==> src/rtl/alu_result_buffer.sv <==
// Result buffer behind the 4-bit ALU: forms {result, opcode, zero/neg/err flags} per push
// and queues them in a first-word-fall-through FIFO with valid/ready on both sides.
// Optional saturating divide-by-zero counter enabled by defining ALU_RESULT_ERRCNT_EN.
module alu_result_buffer #(
  parameter int DEPTH = 4,
  parameter int PTR_W = 2
) (
  input  logic             clk,
  input  logic             rst_n,
  input  logic             in_valid,
  output logic             in_ready,
  input  logic [3:0]       a,
  input  logic [3:0]       b,
  input  logic [2:0]       s,
  input  logic [7:0]       y,
  output logic             out_valid,
  input  logic             out_ready,
  output logic [7:0]       out_data,
  output logic [2:0]       out_op,
  output logic             out_zero,
  output logic             out_neg,
  output logic             out_err,
  output logic [PTR_W:0]   count
`ifdef ALU_RESULT_ERRCNT_EN
  ,
  input  logic             err_clr,
  output logic [7:0]       err_count
`endif
);

  typedef struct packed {
    logic [7:0] data;
    logic [2:0] op;
    logic       zero;
    logic       neg;
    logic       err;
  } entry_t;

  localparam logic [PTR_W:0] FULL_CNT = (PTR_W + 1)'(DEPTH);

  entry_t           mem_q [DEPTH];
  entry_t           entry_d;
  entry_t           head;
  logic [PTR_W-1:0] rd_ptr_q, rd_ptr_d;
  logic [PTR_W-1:0] wr_ptr_q, wr_ptr_d;
  logic [PTR_W:0]   count_q, count_d;
  logic             push, pop;

  // Operand a does not affect the stored entry; it is only part of the ALU-side bundle.
  logic unused_a;
  assign unused_a = ^a;

  // Handshake flags come from registered occupancy only.
  assign in_ready  = (count_q != FULL_CNT);
  assign out_valid = (count_q != '0);
  assign push      = in_valid && in_ready;
  assign pop       = out_valid && out_ready;
  assign count     = count_q;

  // NOTE: every always_comb output gets a default first so no path can infer a latch.
  always_comb begin
    entry_d      = '0;
    entry_d.op   = s;
    entry_d.err  = ((s == 3'b011) || (s == 3'b110)) && (b == 4'h0);
    if (!entry_d.err) begin
      entry_d.data = y;
      entry_d.zero = (y == 8'h00);
      entry_d.neg  = y[7];
    end
  end

  always_comb begin
    rd_ptr_d = pop  ? rd_ptr_q + 1'b1 : rd_ptr_q;
    wr_ptr_d = push ? wr_ptr_q + 1'b1 : wr_ptr_q;
    count_d  = count_q;
    case ({push, pop})
      2'b10:   count_d = count_q + 1'b1;
      2'b01:   count_d = count_q - 1'b1;
      default: count_d = count_q;
    endcase
  end

  // NOTE: sequential state uses non-blocking assignments so all registers update together.
  always_ff @(posedge clk) begin
    if (!rst_n) begin
      rd_ptr_q <= '0;
      wr_ptr_q <= '0;
      count_q  <= '0;
    end else begin
      rd_ptr_q <= rd_ptr_d;
      wr_ptr_q <= wr_ptr_d;
      count_q  <= count_d;
    end
  end

  // NOTE: storage is deliberately not reset; occupancy alone decides what is visible.
  always_ff @(posedge clk) begin
    if (push && rst_n) begin
      mem_q[wr_ptr_q] <= entry_d;
    end
  end

  assign head      = out_valid ? mem_q[rd_ptr_q] : '0;
  assign out_data  = head.data;
  assign out_op    = head.op;
  assign out_zero  = head.zero;
  assign out_neg   = head.neg;
  assign out_err   = head.err;

`ifdef ALU_RESULT_ERRCNT_EN
  logic [7:0] err_cnt_q, err_cnt_d;

  // Clear wins over increment; the count sticks at 8'hFF.
  always_comb begin
    err_cnt_d = err_cnt_q;
    if (err_clr) begin
      err_cnt_d = '0;
    end else if (push && entry_d.err && (err_cnt_q != 8'hFF)) begin
      err_cnt_d = err_cnt_q + 8'd1;
    end
  end

  always_ff @(posedge clk) begin
    if (!rst_n) begin
      err_cnt_q <= '0;
    end else begin
      err_cnt_q <= err_cnt_d;
    end
  end

  assign err_count = err_cnt_q;
`endif

endmodule

==> config.mk <==
export PLATFORM = sky130hd
export DESIGN_NAME = alu_result_buffer
export DESIGN_NICKNAME = d
export VERILOG_FILES = /design/src/rtl/alu_result_buffer.sv
export SDC_FILE = /design/constraint.sdc
export NUM_CORES = 1
export LEC_CHECK = 0
export CORE_MARGIN = 2
export CORE_UTILIZATION = 53
export DETAILED_ROUTE_END_ITERATION = 8
export GPL_TIMING_DRIVEN = 0
export PLACE_DENSITY = 0.82
export SETUP_SLACK_MARGIN = 0.02
export SKIP_LAST_GASP = 1
export SYNTH_ARGS = -nofsm -noshare
export SYNTH_HDL_FRONTEND = slang
export SYNTH_SLANG_ARGS = --single-unit
==> constraint.sdc <==
create_clock -name clk -period 2.8 [get_ports clk]
set_input_delay 0.28 -clock clk [delete_from_list [all_inputs] [get_ports clk]]
set_output_delay 0.28 -clock clk [all_outputs]
set_load 0.01 [all_outputs]
### Word-level counts from Yosys, hierarchy flattened

Memory sizes are Yosys's and may differ from the RTL's. A register that Yosys moved wholly into a read port is not among the register bits.
Cells that the tools add are included.
Widths: inputs -> output; s select.

| cells by class | value |
|---|---|
| add/subtract/negate cells | 4 |
| equal/unequal tests | 5 |
| mux-type cells | 8 |
| reductions and logical operators | 9 |

Operators with widths:

| kind | count |
|---|---|
| $mux 14 | 1 |
| $logic_not 8->1 | 1 |
| $mux 8 | 1 |
| $mux 2 | 3 |
| $pmux 3 s2 | 1 |
| $add 2x1->2 const B | 2 |
| $logic_and 1x1->1 | 4 |
| $logic_not 4->1 | 1 |
| $add 3x1->3 const B | 1 |
| $eq 3x2->1 const B | 1 |
| $eq 3x3->1 const B | 1 |
| $ne 3x3->1 const B | 1 |
| $reduce_bool 3->1 | 1 |
| $sub 3x1->3 const B | 1 |
| $eq 2x1->1 const B | 1 |
| $eq 2x2->1 const B | 1 |
| $mux 1 | 2 |
| $reduce_bool 2->1 | 1 |
| $logic_or 1x1->1 | 1 |

| storage, ports and cells | value |
|---|---|
| bits in registers | 7 |
| RAM bits | 56 |
| bits of input ports | 23 |
| output and inout bits | 19 |
| memories kept | 1 |

Memories:

| memory | depth | width | read ports | clocked after memory_dff | wr ports | line | source |
|---|---|---|---|---|---|---|---|
| mem_q | 4 | 14 | 1 | 1 | 1 | 41 | `entry_t mem_q [DEPTH];` |

### Logic depth before layout (Yosys ltp)

Gate-level depths: netlist (run 1).

| logic depth | value |
|---|---|
| word-level depth | 5 |
| gate-level depth with buffers | 9 |
| mapped depth without buffers | 9 |

### Worst setup path before layout (run 1)

OpenSTA, ideal clock, no wires.

| timing path | value |
|---|---|
| kind | flip-flop to flip-flop |
| start point | register count_q[0], in the netlist count[0] |
| end point | register count_q[2], in the netlist count[2] |
| library setup time | 0.076 ns |
| arrival | 1.939 ns |
| setup slack | 0.786 ns |
| stages on the path, launching flop included | 9 |
| buffers on the path | 0 |
| path through | dfxtp_1 > nor3_4 > nor2b_1 > ha_1 > inv_1 > fa_1 > xor2_1 > or3_1 > a21boi_0 |

| on the way | value |
|---|---|
| word-level cells in the longest chain between the ends | 4 |
| elaborated cells between the ends (all ways) | 10 |
| those cells by class | add/sub (2); eq/ne (3); mux (1); reduce/logical (4) |

Ends and longest elaborated chain:

| element | line | source |
|---|---|---|
| from (decl) | 46 | `logic [PTR_W:0] count_q, count_d;` |
| from (signal assigned) | 92 | `count_q <= count_d;` |
| $reduce_bool 3->1 * | 55 | `assign out_valid = (count_q != '0);` |
| $logic_and 1x1->1 * | 57 | `assign pop = out_valid && out_ready;` |
| net pop | 47 | `logic push, pop;` |
| $eq 2x1->1 or $eq 2x2->1 (tied branches) | 76 | `case ({push, pop})` |
| $pmux 3 s2 or $reduce_bool 2->1 (tied branches) | - |  |

The timed path passes the listed nets; every way through them passes the cells marked *.
A chain may end at the register's enable or synchronous reset.

==> summary.md, run 1 <==
| Metric | Value |
|---|---|
| Sequential Power Share | `39.4%` |
| First-pass iteration count of the detailed router | `4` |
| Vias in the first global route | `1503` |
| LEAKAGE | `1.121 nW` |
| CTS max path bufs | `2` |
| Avg WL per Cell | `16.54 um` |
| Setup violators final | `0` |
| Worst Slack Setup Final | `0.2934 ns` |
| Slowest library cell on the worst path | `mux4_2` |
| Worst VDD drop | `0.4276 mV` |
| Tcrit/Tclk final | `89.52%` |
| RSZ-0062 raised after global routing | `no` |
| Core area | `0.004786 sq mm` |
| Max_slew headroom | `51.55%` |
| Synth top area cells | `edfxtp_1 59%, mux4_2 8.5%, dfxtp_1 6.8%, nor2b_4 5.2%, mux4_1 3.0%` |
| DP Wirelength | `3105 um` |
| Clock network fraction of design power | `20.9%` |
| IO buf count | `37` |
| Layout cell share with drive strength beyond 1 | `18.05%` |
| Initial DRC Count | `75` |
| Top post-synthesis cells by count | `52 x edfxtp_1, 12 x nor2b_1, 10 x mux4_2, 10 x nor2b_4` |
| Die Span X | `74.75 um` |
| Layout area overhead | `22.69%` |
| Largest net degree at the start of global routing | `14` |
| Clock Pin Slew Worst Setup and Hold Paths | `0.06 ns` |
| CTS tree | `built` |
| Slowest cell delay on critical path | `0.51 ns` |
| Post-synthesis cell area | `0.002653 sq mm` |
| Pre-CTS WS | `0.4296 ns` |
| First-pass GRT wire length | `7107 um` |
| Peak Freq | `398.9 MHz` |
| Net Sw Power | `0.0008643 W` |
| Vias | `1427` |
| Hold-fix buffers at CTS | `0` |
| Synthesized net count | `182` |
| Antenna violations before repair | `0` |
| Starting Density | `55.42%` |
| Nets | `230` |
| Crit-path max FO | `10` |
| Register area share after synthesis | `65.66%` |
| Synth area leader | `edfxtp_1` |
| Hold WC Path Type | `reg2reg` |
| P_int | `0.002017 W` |
| WS Path Type | `reg2out` |
| Clock root buffer | `clkbuf_8` |
| Most used DFF post-synth | `edfxtp_1` |
| Antenna Violating Nets Remaining | `0` |
| GRT Total Usage | `18.36%` |
| Worst endpoint required time | `2.52 ns` |
| CP cell instances | `buf_6, mux4_2, nor2b_4, buf_4, clkdlybuf4s50_1` |
| Logic pwr share | `39.7%` |
| Share of the synthesized area in the top cell type | `58.87%` |
| Cells after synthesis | `153` |
| Startpoint types | `flip-flop` |
| Final Wtd Congestion | `0.7412` |
| Synth cell types | `29` |
| Outcome | `finished clean` |
| Num CTS Buffers | `9` |
| Min cycle time layout | `2.507 ns` |
| Final setup TNS | `0 ns` |
| Vias per Instance | `5.246` |
| CTS resizes | `0` |
| Fin. max-slew vios | `0` |
| Data arrival, critical path | `2.23 ns` |
| Post-route DRC | `0` |
| Synthesized area per cell | `17.34 sq um` |
| Top-count cell post-synth | `edfxtp_1` |
| DRT Wirelength | `4499 um` |
| Synth async-reset ratio | `0%` |
| Worst-Margin Slew | `0.7267 ns` |
| DIE AREA | `0.005587 sq mm` |
| GR Overflow Total | `0` |
| Post-CTS setup buffer count | `0` |
| Clock sink total | `61` |
| Switching Fraction | `30.00%` |
| Worst skew pair latency | `0.32 ns` |
| #FFs+latches synth | `61` |
| Pwr dens | `885.3 mW/mm^2` |
| Crit end category | `primary output` |
| Final hold violation count | `0` |
| I/O pin count | `42` |
| Die Y | `74.75 um` |
| FP Rows | `25` |
| # diodes | `0` |
| Number of flops mapped to enable cells by yosys | `52` |
| Clk_skew | `0.005690 ns` |
| H-tree depth | `3` |
| Yosys warns | `0` |
| MaxCap Viol Count | `0` |
[state kept, by name, indices dropped and copies added (netlist names), named ones only]
| name | count |
|---|---|
| mem_q | 52 |
| wr_ptr_q | 2 |
| count | 3 |
| rd_ptr_q | 2 |
[critical path: cells and delay by family (launching register included)]
| kind | cells | cell delay (ns) |
|---|---|---|
| buffers and inverters | 3 | 0.81 |
| flip-flops | 1 | 0.44 |
| multiplexers | 1 | 0.51 |
| AND/OR/NAND/NOR | 1 | 0.14 |
[layer usage]
| layer | GRT usage (%) | up-vias | part of all wire (%) |
|---|---|---|---|
| met5 | 0 | - | 0 |
| met2 | 32.84 | 35 | 56 |
| met3 | 4.685 | 4 | 3.6 |
| met4 | 8.532 | 0 | 0.62 |
| met1 | 20.61 | 713 | 40 |
| li1 | - | 675 | - |
[layout make-up]
cell class / instances / area, sq um
Sequential cell: 61 / 1742
Fill cell: 331 / 1531
Multi-Input combinational cell: 79 / 840.8
Timing Repair Buffer: 37 / 370.4
Clock buffer: 11 / 131.4
Tap cell: 67 / 83.83
Buffer: 6 / 43.79
Inverter: 7 / 26.28
Clock inverter: 4 / 16.27
[worst paths after layout]
path	end	slack (ns)	from	depth (start not counted)
setup / recovery	out_data[7]	0.29	flip-flop	5
hold reg to reg	flip-flop	0.50	rd_ptr_q[1]$_SDFFE_PN0P_	2
hold / removal	flip-flop	0.50	rd_ptr_q[1]$_SDFFE_PN0P_	2
setup reg to reg	count[2]$_SDFFE_PN0P_	0.65	count[2]$_SDFFE_PN0P_	8
[cells in the final DEF (no fill, tap or decap), drive strengths merged, types with 7 or more instances in the layout]
cell type / n
dfxtp: 9
mux4: 13
inv: 7
nand2: 9
nor2b: 22
clkdlybuf4s50: 37
edfxtp: 52
clkbuf: 12
[power groups by stage]
stage	Combinational (W)	Clock, W	Sequential, W
finish	0.00114	0.000603	0.00114
global route	0.00125	0.000654	0.00115
CTS	0.00117	0.000610	0.00114
detailed placement	0.00116	0	0.00116
global placement	0.00112	0	0.00115
floorplan	0.000714	0	0.00115
[metrics by stage]
stage / total power, W / hold slack, ns / instances / cell area (sq um) / utilization (%)
detailed placement: 0.002320 / 0.4872 / 257 / 3107 / 64.92
finish: 0.002881 / 0.4961 / 272 / 3254 / 68.00
global route: 0.003052 / 0.5208 / 272 / 3254 / 68.00
CTS: 0.002912 / 0.4983 / 272 / 3254 / 68.00
floorplan: 0.001861 / 0.3789 / 153 / 2653 / -
global placement: 0.002269 / 0.4615 / 257 / 3107 / 64.92
[cells by family (layout without fill, tap and decap cells)]
kind of cell,count (synthesis),in the layout,share of synthesized area (%)
buf+inv,13,65,2.642
mux,15,15,12.22
compound gates,8,8,1.934
flops,61,61,65.66
xor+xnor,3,3,0.9907
fa+ha+maj,6,6,3.113
simple gates,47,47,13.44
Power figures use the tool's default switching activity.
==> inputs of run 2 (changes only) <==
--- a/config.mk
+++ b/config.mk
@@ -6,10 +6,10 @@
 export NUM_CORES = 1
 export LEC_CHECK = 0
 export CORE_MARGIN = 2
-export CORE_UTILIZATION = 53
+export CORE_UTILIZATION = 35
 export DETAILED_ROUTE_END_ITERATION = 8
 export GPL_TIMING_DRIVEN = 0
-export PLACE_DENSITY = 0.82
+export PLACE_DENSITY = 0.59
 export SETUP_SLACK_MARGIN = 0.02
 export SKIP_LAST_GASP = 1
 export SYNTH_ARGS = -nofsm -noshare
==> run 2 against run 1 <==
Cell area rose by 2.3%. Sequential power barely moved. Critical path depth did not move. Global-route usage fell by 5.8 points. Worst hold slack got worse by 0.010 ns. Non-clock buffer count did not move. First-iteration DRC count fell by 19%. Critical path type unchanged. Clock skew rose by 0.0019 ns.
==> summary.md, run 2 (synthesis results as in run 1) <==
| Metric | Value |
|---|---|
| Most common cell after layout, fill and taps aside | `edfxtp_1` |
| Pwr dens | `901.1 mW/mm^2` |
| H-tree depth | `3` |
| Core area | `0.007292 sq mm` |
| Crit end category | `primary output` |
| DRT Wirelength | `4760 um` |
| WS Path Type | `reg2out` |
| CP cell instances | `buf_6, mux4_2, nor2b_4, buf_4, clkdlybuf4s50_1` |
| LEAKAGE | `1.143 nW` |
| Num CTS Buffers | `9` |
| First-pass GRT wire length | `7734 um` |
| Worst skew pair latency | `0.32 ns` |
| Antenna Violating Nets Remaining | `0` |
| Area taken by multi-input logic gates | `840.8 sq um` |
| Worst VDD drop | `0.5333 mV` |
| # diodes | `0` |
| Tcrit/Tclk final | `90.15%` |
| Clock root buffer | `clkbuf_8` |
| Worst Reg2Reg Path Length in Cells | `8` |
| Largest net degree at the start of global routing | `14` |
| Fill cell count | `691` |
| Non-filler instance count after layout | `305` |
| Vias | `1390` |
| IO buf count | `37` |
| MaxCap Viol Count | `0` |
| Crit-path max FO | `10` |
| Nets | `230` |
| Worst endpoint required time | `2.52 ns` |
| RSZ-0062 raised after global routing | `no` |
| Vias in the first global route | `1479` |
| CTS max path bufs | `2` |
| I/O pin count | `42` |
| Avg WL per Cell | `15.61 um` |
| Post-CTS setup buffer count | `0` |
| Slowest library cell on the worst path | `mux4_2` |
| GR Overflow Total | `0` |
| Area taken by flip-flops and latches | `0.001742 sq mm` |
| Setup violators final | `0` |
| Outcome | `finished clean` |
| Vias per Instance | `4.557` |
| Die Y | `91.06 um` |
| RR Endpoint | `count[2]$_SDFFE_PN0P_` |
| Final hold violation count | `0` |
| DP Wirelength | `3134 um` |
| Die Span X | `91.06 um` |
| Worst-Margin Slew | `0.7608 ns` |
| Max reg flops | `52` |
| Startpoint types | `flip-flop` |
| Hold-fix buffers at CTS | `0` |
| Data arrival, critical path | `2.24 ns` |
| Fin. max-slew vios | `0` |
| Min cycle time layout | `2.524 ns` |
| Most flops, register | `mem_q` |
| HP Start | `rd_ptr_q[0]$_SDFFE_PN0P_` |
| Clock Pin Slew Worst Setup and Hold Paths | `0.06 ns` |
| DIE AREA | `0.008291 sq mm` |
| GRT Total Usage | `12.56%` |
| Antenna violations before repair | `0` |
| Hold Crit Endpoint | `rd_ptr_q[0]$_SDFFE_PN0P_` |
| Peak Freq | `396.2 MHz` |
| Starting Density | `36.38%` |
| Internal reg-to-reg setup slack | `0.68 ns` |
| Placed insts | `289` |
| First-pass iteration count of the detailed router | `4` |
| Final setup TNS | `0 ns` |
| Final Wtd Congestion | `0.7115` |
| Clock sink total | `61` |
| CTS tree | `built` |
| Initial DRC Count | `61` |
| Commonest cells after routing, fill and taps aside | `52 x edfxtp_1, 37 x clkdlybuf4s50_1, 12 x nor2b_1` |
| CTS resizes | `0` |
| Layout area overhead | `25.47%` |
| Clk_skew | `0.007638 ns` |
| Worst r2r src | `count[2]$_SDFFE_PN0P_` |
| Layout cell share with drive strength beyond 1 | `19.90%` |
| Cells on Worst Hold Path | `2` |
| Max_slew headroom | `49.28%` |
| Slowest cell delay on critical path | `0.51 ns` |
| FP Rows | `31` |
| Post-route DRC | `0` |
| Hold WC Path Type | `reg2reg` |
## run 2: cell count changes in the layout (fill, tap and decap cells not counted), sizes merged
cell / delta
bufinv: +1
clkbuf: -1
clkinv: +1
## run 2: layout make-up
cell class | count | area share [%]
repair buffers | 37 | 11.13
flip-flops and latches | 61 | 52.33
inverters | 7 | 0.7895
well taps | 99 | 3.722
multi-input cells | 79 | 25.26
clock buffers | 10 | 3.835
plain buffers | 6 | 1.316
clock inverters | 6 | 1.617
## run 2: worst max-delay path, delay by kind of cell, from the launching register on
| kind | cells | cell delay [ns] |
|---|---|---|
| muxes | 1 | 0.51 |
| DFF | 1 | 0.45 |
| buffers and inverters | 3 | 0.81 |
| and+or+nand+nor | 1 | 0.14 |
## run 2: power by group
part	leakage [nW]	internal, W	switching (W)
Combinational	0.507	0.000640	0.000509
Sequential	0.539	0.00107	0.0000653
Clock	0.0972	0.000402	0.000314
Total	1.14	0.00211	0.000889
## run 2: worst max path at each step
stage                           from                    end  cells after the start
2_1_floorplan  count[0]$_SDFFE_PN0P_  count[2]$_SDFFE_PN0P_                      8
3_3_place_gp               out_ready  count[2]$_SDFFE_PN0P_                      8
3_5_place_dp               out_ready  count[2]$_SDFFE_PN0P_                      8
4_1_cts                    flip-flop            out_data[7]                      5
5_1_grt                    flip-flop            out_data[7]                      5
6_report                   flip-flop            out_data[7]                      5
## run 2: routing by layer
layer / up-vias / share of wire [%] / global-route usage, %
met3: 8 / 3.6 / 2.739
met5: - / 0 / 0
met2: 34 / 49 / 20.49
li1: 672 / - / -
met4: 0 / 1.7 / 6.439
met1: 676 / 46 / 15.72
## run 2: through the flow
step | power (W) | hold WS (ns) | area [sq um] | setup slack (ns) | util (%)
2_1_floorplan | 0.001861 | 0.3789 | 2653 | 0.7859 | -
3_3_place_gp | 0.002316 | 0.4633 | 3147 | 0.4605 | 43.15
3_5_place_dp | 0.002329 | 0.4764 | 3147 | 0.4554 | 43.15
4_1_cts | 0.003058 | 0.4851 | 3328 | 0.2194 | 45.64
5_1_grt | 0.003195 | 0.5287 | 3328 | 0.1580 | 45.64
6_report | 0.002999 | 0.4860 | 3328 | 0.2758 | 45.64
